### config.mk
export PLATFORM = sky130hd
export DESIGN_NAME = dac_odelay_stepper
export DESIGN_NICKNAME = d
export VERILOG_FILES = /design/src/rtl/dac_delay_pkg.sv /design/src/rtl/odelay_tap_tracker.sv /design/src/rtl/dac_odelay_stepper.sv
export SDC_FILE = /design/constraint.sdc
export NUM_CORES = 1
export LEC_CHECK = 0
export CORE_UTILIZATION = 35
export DETAILED_ROUTE_END_ITERATION = 10
export PLACE_DENSITY_LB_ADDON = 0.15
export SYNTH_ARGS = -nofsm -noshare
export SYNTH_HDL_FRONTEND = slang
export SYNTH_SLANG_ARGS = --single-unit
export TNS_END_PERCENT = 1
### constraint.sdc
create_clock -name clk40 -period 5.42 [get_ports clk40]
set_input_delay 0.542 -clock clk40 [delete_from_list [all_inputs] [get_ports clk40]]
set_output_delay 0.542 -clock clk40 [all_outputs]
set_load 0.005 [all_outputs]
### src/rtl/dac_delay_pkg.sv
// Shared types and constants for the DAC ODELAY stepping logic.
package dac_delay_pkg;

  localparam int unsigned TAP_W   = 6;
  localparam int unsigned MAX_TAP = 63;
  localparam int unsigned GAP_W   = 4;

  typedef logic [TAP_W-1:0] tap_t;

  typedef enum logic [1:0] {
    IDLE = 2'd0,
    STEP = 2'd1,
    GAP  = 2'd2
  } state_e;

endpackage

### src/rtl/odelay_tap_tracker.sv
// Tracks target and current tap for one ODELAY line; steps the tap by one on request.
module odelay_tap_tracker #(
  parameter int unsigned TAP_W = 6
) (
  input  logic             clk40,
  input  logic             rst,
  input  logic             clear,
  input  logic             load,
  input  logic [TAP_W-1:0] load_target,
  input  logic             step_en,
  output logic [TAP_W-1:0] tap,
  output logic             differ_c,
  output logic             inc_c
);

  logic [TAP_W-1:0] target_q, target_d;
  logic [TAP_W-1:0] tap_q, tap_d;
  logic [TAP_W-1:0] eff_target_c;

  // A load in the same cycle as a step decision retargets that step immediately.
  always_comb begin
    eff_target_c = load ? load_target : target_q;
    differ_c     = (eff_target_c != tap_q);
    inc_c        = (eff_target_c > tap_q);
  end

  always_comb begin
    target_d = target_q;
    tap_d    = tap_q;
    if (clear) begin
      target_d = '0;
      tap_d    = '0;
    end else begin
      if (load) begin
        target_d = load_target;
      end
      if (step_en) begin
        tap_d = inc_c ? (tap_q + TAP_W'(1)) : (tap_q - TAP_W'(1));
      end
    end
  end

  always_ff @(posedge clk40 or posedge rst) begin
    if (rst) begin
      target_q <= '0;
      tap_q    <= '0;
    end else begin
      target_q <= target_d;
      tap_q    <= tap_d;
    end
  end

  assign tap = tap_q;

endmodule

### src/rtl/dac_odelay_stepper.sv
// Walks the DAC clock and data ODELAY lines to absolute tap targets with paced CE/INC pulses.
module dac_odelay_stepper #(
  parameter int unsigned TAP_W    = dac_delay_pkg::TAP_W,
  parameter int unsigned MAX_TAP  = dac_delay_pkg::MAX_TAP,
  parameter int unsigned STEP_GAP = 2
) (
  input  logic             clk40,
  input  logic             rst,
  input  logic             tap_reset,
  input  logic             load_strb,
  input  logic [TAP_W-1:0] clk_target,
  input  logic [TAP_W-1:0] data_target,
  output logic             clk_ce,
  output logic             clk_inc,
  output logic             data_ce,
  output logic             data_inc,
  output logic [TAP_W-1:0] clk_tap,
  output logic [TAP_W-1:0] data_tap,
  output logic             busy,
  output logic             done_strb,
  output logic             saturated
);

  import dac_delay_pkg::*;

  // A zero gap still leaves one idle cycle so CE never fires back-to-back.
  localparam int unsigned GAP_LEN            = (STEP_GAP == 0) ? 1 : STEP_GAP;
  localparam logic [GAP_W-1:0] GAP_RELOAD    = GAP_W'(GAP_LEN - 1);
  localparam logic [TAP_W:0]   MAX_TAP_WIDE  = (TAP_W+1)'(MAX_TAP);
  localparam logic [TAP_W-1:0] MAX_TAP_V     = TAP_W'(MAX_TAP);

  state_e           state_q, state_d;
  logic [GAP_W-1:0] gap_cnt_q, gap_cnt_d;
  logic             clk_ce_q, clk_ce_d;
  logic             clk_inc_q, clk_inc_d;
  logic             data_ce_q, data_ce_d;
  logic             data_inc_q, data_inc_d;
  logic             busy_q, busy_d;
  logic             done_q, done_d;
  logic             sat_q, sat_d;

  logic             clk_over_c, data_over_c;
  logic [TAP_W-1:0] clk_clamp_c, data_clamp_c;
  logic             load_ok_c;
  logic             clk_step_c, data_step_c;
  logic             clk_differ_c, data_differ_c;
  logic             clk_up_c, data_up_c;

  // Clamp incoming targets; compare one bit wider so a full-range MAX_TAP stays well defined.
  always_comb begin
    clk_over_c   = ({1'b0, clk_target}  > MAX_TAP_WIDE);
    data_over_c  = ({1'b0, data_target} > MAX_TAP_WIDE);
    clk_clamp_c  = clk_over_c  ? MAX_TAP_V : clk_target;
    data_clamp_c = data_over_c ? MAX_TAP_V : data_target;
    load_ok_c    = load_strb & ~tap_reset;
  end

  odelay_tap_tracker #(
    .TAP_W (TAP_W)
  ) u_clk_trk (
    .clk40       (clk40),
    .rst         (rst),
    .clear       (tap_reset),
    .load        (load_ok_c),
    .load_target (clk_clamp_c),
    .step_en     (clk_step_c),
    .tap         (clk_tap),
    .differ_c    (clk_differ_c),
    .inc_c       (clk_up_c)
  );

  odelay_tap_tracker #(
    .TAP_W (TAP_W)
  ) u_data_trk (
    .clk40       (clk40),
    .rst         (rst),
    .clear       (tap_reset),
    .load        (load_ok_c),
    .load_target (data_clamp_c),
    .step_en     (data_step_c),
    .tap         (data_tap),
    .differ_c    (data_differ_c),
    .inc_c       (data_up_c)
  );

  always_comb begin
    state_d     = state_q;
    gap_cnt_d   = gap_cnt_q;
    clk_ce_d    = 1'b0;
    clk_inc_d   = 1'b0;
    data_ce_d   = 1'b0;
    data_inc_d  = 1'b0;
    done_d      = 1'b0;
    sat_d       = sat_q;
    clk_step_c  = 1'b0;
    data_step_c = 1'b0;

    if (tap_reset) begin
      state_d   = IDLE;
      gap_cnt_d = '0;
    end else begin
      if (load_strb) begin
        sat_d = clk_over_c | data_over_c;
      end
      unique case (state_q)
        IDLE: begin
          if (load_strb) begin
            state_d = STEP;
          end
        end
        STEP: begin
          if (clk_differ_c | data_differ_c) begin
            clk_step_c  = clk_differ_c;
            data_step_c = data_differ_c;
            clk_ce_d    = clk_differ_c;
            clk_inc_d   = clk_differ_c & clk_up_c;
            data_ce_d   = data_differ_c;
            data_inc_d  = data_differ_c & data_up_c;
            gap_cnt_d   = GAP_RELOAD;
            state_d     = GAP;
          end else if (!load_strb) begin
            // A load landing on the settle slot re-evaluates next cycle instead of finishing.
            done_d  = 1'b1;
            state_d = IDLE;
          end
        end
        GAP: begin
          if (gap_cnt_q == '0) begin
            state_d = STEP;
          end else begin
            gap_cnt_d = gap_cnt_q - GAP_W'(1);
          end
        end
        default: state_d = IDLE;
      endcase
    end

    busy_d = (state_d != IDLE) | done_d;
  end

  always_ff @(posedge clk40 or posedge rst) begin
    if (rst) begin
      state_q    <= IDLE;
      gap_cnt_q  <= '0;
      clk_ce_q   <= 1'b0;
      clk_inc_q  <= 1'b0;
      data_ce_q  <= 1'b0;
      data_inc_q <= 1'b0;
      busy_q     <= 1'b0;
      done_q     <= 1'b0;
      sat_q      <= 1'b0;
    end else begin
      state_q    <= state_d;
      gap_cnt_q  <= gap_cnt_d;
      clk_ce_q   <= clk_ce_d;
      clk_inc_q  <= clk_inc_d;
      data_ce_q  <= data_ce_d;
      data_inc_q <= data_inc_d;
      busy_q     <= busy_d;
      done_q     <= done_d;
      sat_q      <= sat_d;
    end
  end

  assign clk_ce    = clk_ce_q;
  assign clk_inc   = clk_inc_q;
  assign data_ce   = data_ce_q;
  assign data_inc  = data_inc_q;
  assign busy      = busy_q;
  assign done_strb = done_q;
  assign saturated = sat_q;

endmodule

==> results of run 1 <==
how the worst min path moves through the flow:
stage | start | end | depth (start not counted)
floorplan | u_clk_trk.target_q[0]$_DFF_PP0_ | u_clk_trk.target_q[0]$_DFF_PP0_ | 2
global placement | u_data_trk.target_q[0]$_DFF_PP0_ | u_data_trk.target_q[0]$_DFF_PP0_ | 2
global route | u_clk_trk.target_q[0]$_DFF_PP0_ | u_clk_trk.target_q[0]$_DFF_PP0_ | 2
finish | u_data_trk.target_q[0]$_DFF_PP0_ | u_data_trk.target_q[0]$_DFF_PP0_ | 2
detailed placement | u_data_trk.target_q[0]$_DFF_PP0_ | u_data_trk.target_q[0]$_DFF_PP0_ | 2
CTS | u_data_trk.target_q[0]$_DFF_PP0_ | u_data_trk.target_q[0]$_DFF_PP0_ | 2
where the power goes:
| group | internal (mW) | switching, mW | leakage, nW |
|---|---|---|---|
| Combinational | 0.278 | 0.269 | 0.726 |
| Clock | 0.0896 | 0.101 | 0.0479 |
| Sequential | 0.303 | 0.0279 | 0.490 |
state kept, by name, summed over array words and instances (netlist names), 2 cells and up:
| register | flops |
|---|---|
| u_clk_trk.tap | 6 |
| u_data_trk.target_q | 6 |
| u_clk_trk.target_q | 6 |
| u_data_trk.tap | 6 |
| gap_cnt_q | 4 |
| state_q | 2 |
synth_stat cells, types with 4 or more instances:
library cell,instances,share of area [%]
o21ai_0,11,2.4
o21a_1,5,1.7
a21boi_0,4,1.3
clkbuf_1,6,1.0
inv_1,19,3.2
a211oi_1,7,2.3
nor2b_1,15,4.2
ha_1,22,12
nor2_1,33,5.5
mux2_2,14,7.0
a21oi_1,9,2.0
dfrtp_1,36,40
xnor2_1,4,1.6
routing by layer:
| layer | global-route usage, % | up-vias | routed length (um) |
|---|---|---|---|
| met4 | 5.263 | 0 | 57 |
| met5 | 0 | - | 0 |
| li1 | - | 861 | - |
| met3 | 3.297 | 7 | 187 |
| met1 | 22.30 | 751 | 2440 |
| met2 | 22.73 | 27 | 1930 |
logic make-up (layout without fill, tap and decap cells):
family,after synthesis,count (layout)
other,1,1
XOR/XNOR,4,4
multiplexers,16,16
flip-flops,36,36
AO/OA/AOI/OAI,48,48
adder cells (fa/ha/maj),24,24
buffers and inverters,27,66
AND/OR/NAND/NOR,72,72
cell type report:
class                           instances  area, um^2  share of cell area [%]
Clock buffer                            5       68.82                   2.482
Timing Repair Buffer                   39       375.4                   13.54
Inverter                               19       71.32                   2.572
Tap cell                               75       93.84                   3.384
Multi-Input combinational cell        165        1244                   44.86
Sequential cell                        36       900.9                   32.49
Clock inverter                          3       18.77                  0.6769
worst register-to-register path, stage by stage (launching register included):
cell and delay [ns]:
dfrtp_1 0.36, mux2_2 0.27, ha_1 0.32, a21oi_1 0.14
a21boi_0 0.10, o32ai_1 0.37, buf_4 0.22, ha_1 0.24
a211oi_1 0.26, o21ai_0 0.14, and3_1 0.17, mux2_2 0.26
mux2_2 0.27
==> results.cfg, run 1 <==
[worst_setup_path]
rr_worst_depth = 12
critPathMaxStageDelay_ns = 0.48
worstSetupEndpointType = flop
cp_num_buf_inv = 4
r2r-end = u_clk_trk.tap[5]$_DFFE_PP0P_
path_depth = 16
crit_arrival_ns = 4.22
crit_end = u_clk_trk.tap[5]$_DFFE_PP0P_
cp_max_fo = 6
critPathTopFamily = compound AO/OA/AOI/OAI gates
required_ns = 5.60
reg2reg_slack_ns = 2.20
r2r-start = u_clk_trk.target_q[4]$_DFF_PP0_
cpMostUsedCell = mux2_2
criticalPathCategory = input pin to flop
critical_path.slowest_cell = clkdlybuf4s50_1
critPathLaunchType = input pin
startpoint = load_strb
crit_chain = clkdlybuf4s50_1, inv_1, nor2_1, buf_4, mux2_2, ha_1, a21oi_1, a21boi_0, o32ai_1, buf_4, ha_1, a211oi_1, o21ai_0, and3_1, mux2_2, mux2_2

[sta]
tns_ns = 0
fmax_mhz = 247.2
fin_skew_ns = 0.003144
setup_slack_ns = 1.375
finalMaxSlewViolations = 0
rsz0062_at_grt = false
period_needed_ns = 4.045
fin_crit_sh_pct = 74.63
finalHoldViolations = 0
setup_violations = 0
hold_slack_ns = 0.5454

[synth]
synth_compound_gate_area_share_pct = 14.56
synth_edf_count = 0
ys_warn_count = 0
seq_area_frac_synth_pct = 40.02
synth_mux_area_share_pct = 7.893
synth_xor_area_share_pct = 1.556
syn_avg_cell_area_um2 = 9.872
synth_simple_gate_area_share_pct = 17.07
syn_inst = 228
synth_top_family_by_area = simple AND/OR/NAND/NOR gates
synth-seq-cells = 36
ys_types = 42
synthArstFlopShare_pct = 100.0
ys.flop_type = dfrtp_1
syn_area_um2 = 2251
synth_fa_ha_area_share_pct = 14.01
synth_nets = 268

[power]
p_leak_nw = 1.264
ir_drop_v = 0.0001946
p_per_area_nw_per_um2 = 385.2
p_total_mw = 1.068

[layout]
layout.cells.non_filler = 342
nFillCells = 602
final_area_um2 = 2773
layout_common_cells = dfrtp_1, nor2_1, clkdlybuf4s50_1, ha_1, inv_1
antenna_cells = 0
mostFrequentLayoutCell = dfrtp_1
final_core_util_pct = 45.75
areaGrowthSynthToFinish_pct = 23.18
drive_above_1_share_pct = 13.86
nets = 306

[clock_network]
ctsRootBufferMaster = clkbuf_8
h-tree-depth = 2
ctsResizeCount = 0
clock_latency_ns = 0.29
cts_tree = built
clk_pin_slew_worst_paths_ns = 0.08
cts.sinks = 36
clock_path_buffers = 2
ctsHoldBuffers = 0
numCtsBuffers = 5
cts_setup_buffers = 0

[floorplan]
start_util_pct = 37.14
rows = 28
die_w_um = 82.20
core_um2 = 6061
num_io_pins = 35
die_h_um = 82.20
dieArea_um2 = 6756

[placement]
dp_hpwl_um = 3374
io_buffer_count = 33
place_ws_ns = 1.067
post_dp_cell_area_um2 = 2685
dp_cells = 334
gp_congestion = 0.7432

[status]
outcome = finished, final reports clean

[grt]
grt_pass1_wl_um = 7734
grt_pass1_vias = 1625
antenna_found_initial = 0
grt_util_all_layers_pct = 15.47
grt_remaining_overflow = 0
grt_max_degree = 37

[drt]
dr.pass1.iters = 4
viasPerCell = 4.813
vias = 1646
ant_nets = 0
route.detailed.drc = 0
wire_per_inst_um = 13.49
first_iter_violations = 38
routed_wl_um = 4615

[flow_run]
cap_violations = 0

[worst_hold_path]
worstHoldPathType = flop to flop
No activity file was read; power rests on OpenSTA's default activity.
==> run 2, diff against run 1 <==
clock period = 3.9 ns   (was 5.42 ns; I/O delays follow)
==> results.cfg, run 2 (synthesis results as in run 1) <==
[sta]
slew_headroom_pct = 43.39
fin_skew_ns = 0.005601
setup_violations = 0
setup_slack_ns = 0.1164
finalMaxSlewViolations = 0
finalHoldViolations = 0
worst_slew_pin_slew_ns = 0.8482
fmax_mhz = 264.3
period_needed_ns = 3.784
fin_crit_sh_pct = 97.02

[grt]
grt_util_all_layers_pct = 16.75
grt_max_degree = 36
antenna_found_initial = 0
grt_pass1_vias = 1781
grt_remaining_overflow = 0
grt_pass1_wl_um = 8452

[floorplan]
start_util_pct = 37.14
dieArea_um2 = 6756
core_um2 = 6061
die_h_um = 82.20
num_io_pins = 35
die_w_um = 82.20
rows = 28

[drt]
routed_wl_um = 5012
route.detailed.drc = 0
ant_nets = 0
dr.pass1.iters = 4
wire_per_inst_um = 13.88
viasPerCell = 4.911
vias = 1773
first_iter_violations = 60

[placement]
dp_hpwl_um = 3665
gp_congestion = 0.8544
place_ws_ns = -0.2924
io_buffer_count = 33

[layout]
nets = 325
drive_above_1_share_pct = 22.38
multiInputGateArea_um2 = 1324
antenna_cells = 0
regArea_um2 = 900.9
mostFrequentLayoutCell = dfrtp_1
areaGrowthSynthToFinish_pct = 34.30
nFillCells = 584
layout_common_cells = dfrtp_1, clkdlybuf4s50_1, nor2_1, buf_4, inv_1
final_core_util_pct = 49.88

[clock_network]
clock_path_buffers = 2
ctsHoldBuffers = 0
cts_tree = built
clk_pin_slew_worst_paths_ns = 0.07
clock_latency_ns = 0.29
h-tree-depth = 2
numCtsBuffers = 5
ctsRootBufferMaster = clkbuf_8
cts.sinks = 36

[worst_setup_path]
critical_path.slowest_cell = clkdlybuf4s50_1
worstSetupEndpointType = flop
critPathMaxStageDelay_ns = 0.48
cp_max_fo = 6
crit_arrival_ns = 3.96
crit_chain = clkdlybuf4s50_1, inv_1, nor2_4, buf_6, mux2_2, ha_1, and4_1, o21a_1, o31ai_2, buf_4, ha_1, a211oi_2, o21ai_1, and3_1, mux2_2, mux2_2
cpMostUsedCell = mux2_2
required_ns = 4.08
criticalPathCategory = input pin to flop
critPathLaunchType = input pin
reg2reg_slack_ns = 0.77

[status]
outcome = finished, final reports clean

[worst_hold_path]
worstHoldPathType = flop to flop

[flow_run]
cap_violations = 0

[power]
p_leak_nw = 1.374
p_per_area_nw_per_um2 = 580.9
ir_drop_v = 0.0002831
[run 2: cell types whose count changed in the layout (fill, tap and decap cells not counted), sizes merged]
cell / change
bufinv: +1
buf: +19
clkbuf: +1
clkinv: -2
[run 2: through the flow]
stage	power, mW	instances	area [um^2]	hold WS, ns	TNS, ns
6_report	1.756	361	3023	0.5368	0
4_1_cts	1.725	358	2925	0.5514	0
3_3_place_gp	1.376	350	2813	0.5144	-0.7412
3_5_place_dp	1.381	350	2813	0.5334	-0.8338
5_1_grt	1.912	361	3023	0.5836	-0.09355
2_1_floorplan	1.009	228	2258	0.4625	-0.1148
[run 2: area by class of cell]
type                            instances  area share (%)
Clock inverter                          2           1.159
Timing Repair Buffer                   58           17.38
Multi-Input combinational cell        165           43.79
Inverter                               19           2.359
Sequential cell                        36           29.80
Tap cell                               75           3.104
Clock buffer                            6           2.401
[run 2: timing repair]
item	in CTS	in global routing
gates resized for setup	1	14
buffers inserted	0	3
pin swaps	1	5
setup endpoints to repair	1	4
gates cloned	0	0
[run 2: per-layer routing]
layer	GRT usage [%]	vias to the layer above	wire length (um)
met5	0	-	0
met4	5.789	0	71
met3	3.626	6	209
met2	24.96	31	2099
met1	23.75	836	2631
li1	-	900	-
[run 2: worst paths after layout]
| check | startpoint | end | cells after the start |
|---|---|---|---|
| max in group asynchronous | rst | u_data_trk.target_q[4]$_DFF_PP0_ | 3 |
| worst max-delay path | load_strb | u_data_trk.tap[5]$_DFFE_PP0P_ | 16 |
| worst min register to register | u_data_trk.target_q[0]$_DFF_PP0_ | u_data_trk.target_q[0]$_DFF_PP0_ | 2 |
| worst min-delay path | u_data_trk.target_q[0]$_DFF_PP0_ | u_data_trk.target_q[0]$_DFF_PP0_ | 2 |
| worst max register to register | u_data_trk.target_q[5]$_DFF_PP0_ | u_data_trk.tap[5]$_DFFE_PP0P_ | 12 |
| min in group asynchronous | rst | busy$_DFF_PP0_ | 2 |
[run 2: power breakdown]
group / total [mW] / internal, mW / leakage [nW] / switching, mW
registers: 0.464 / 0.421 / 0.490 / 0.0426
logic: 0.968 / 0.531 / 0.829 / 0.437
clock network: 0.324 / 0.190 / 0.0552 / 0.134
[run 2: worst max-delay path: cells and delay by family]
family | cells | cell delay, ns
AO/OA/AOI/OAI | 4 | 0.74
adder cells (fa/ha/maj) | 2 | 0.55
buffers and inverters | 4 | 0.89
multiplexers | 3 | 0.86
AND/OR/NAND/NOR | 3 | 0.51
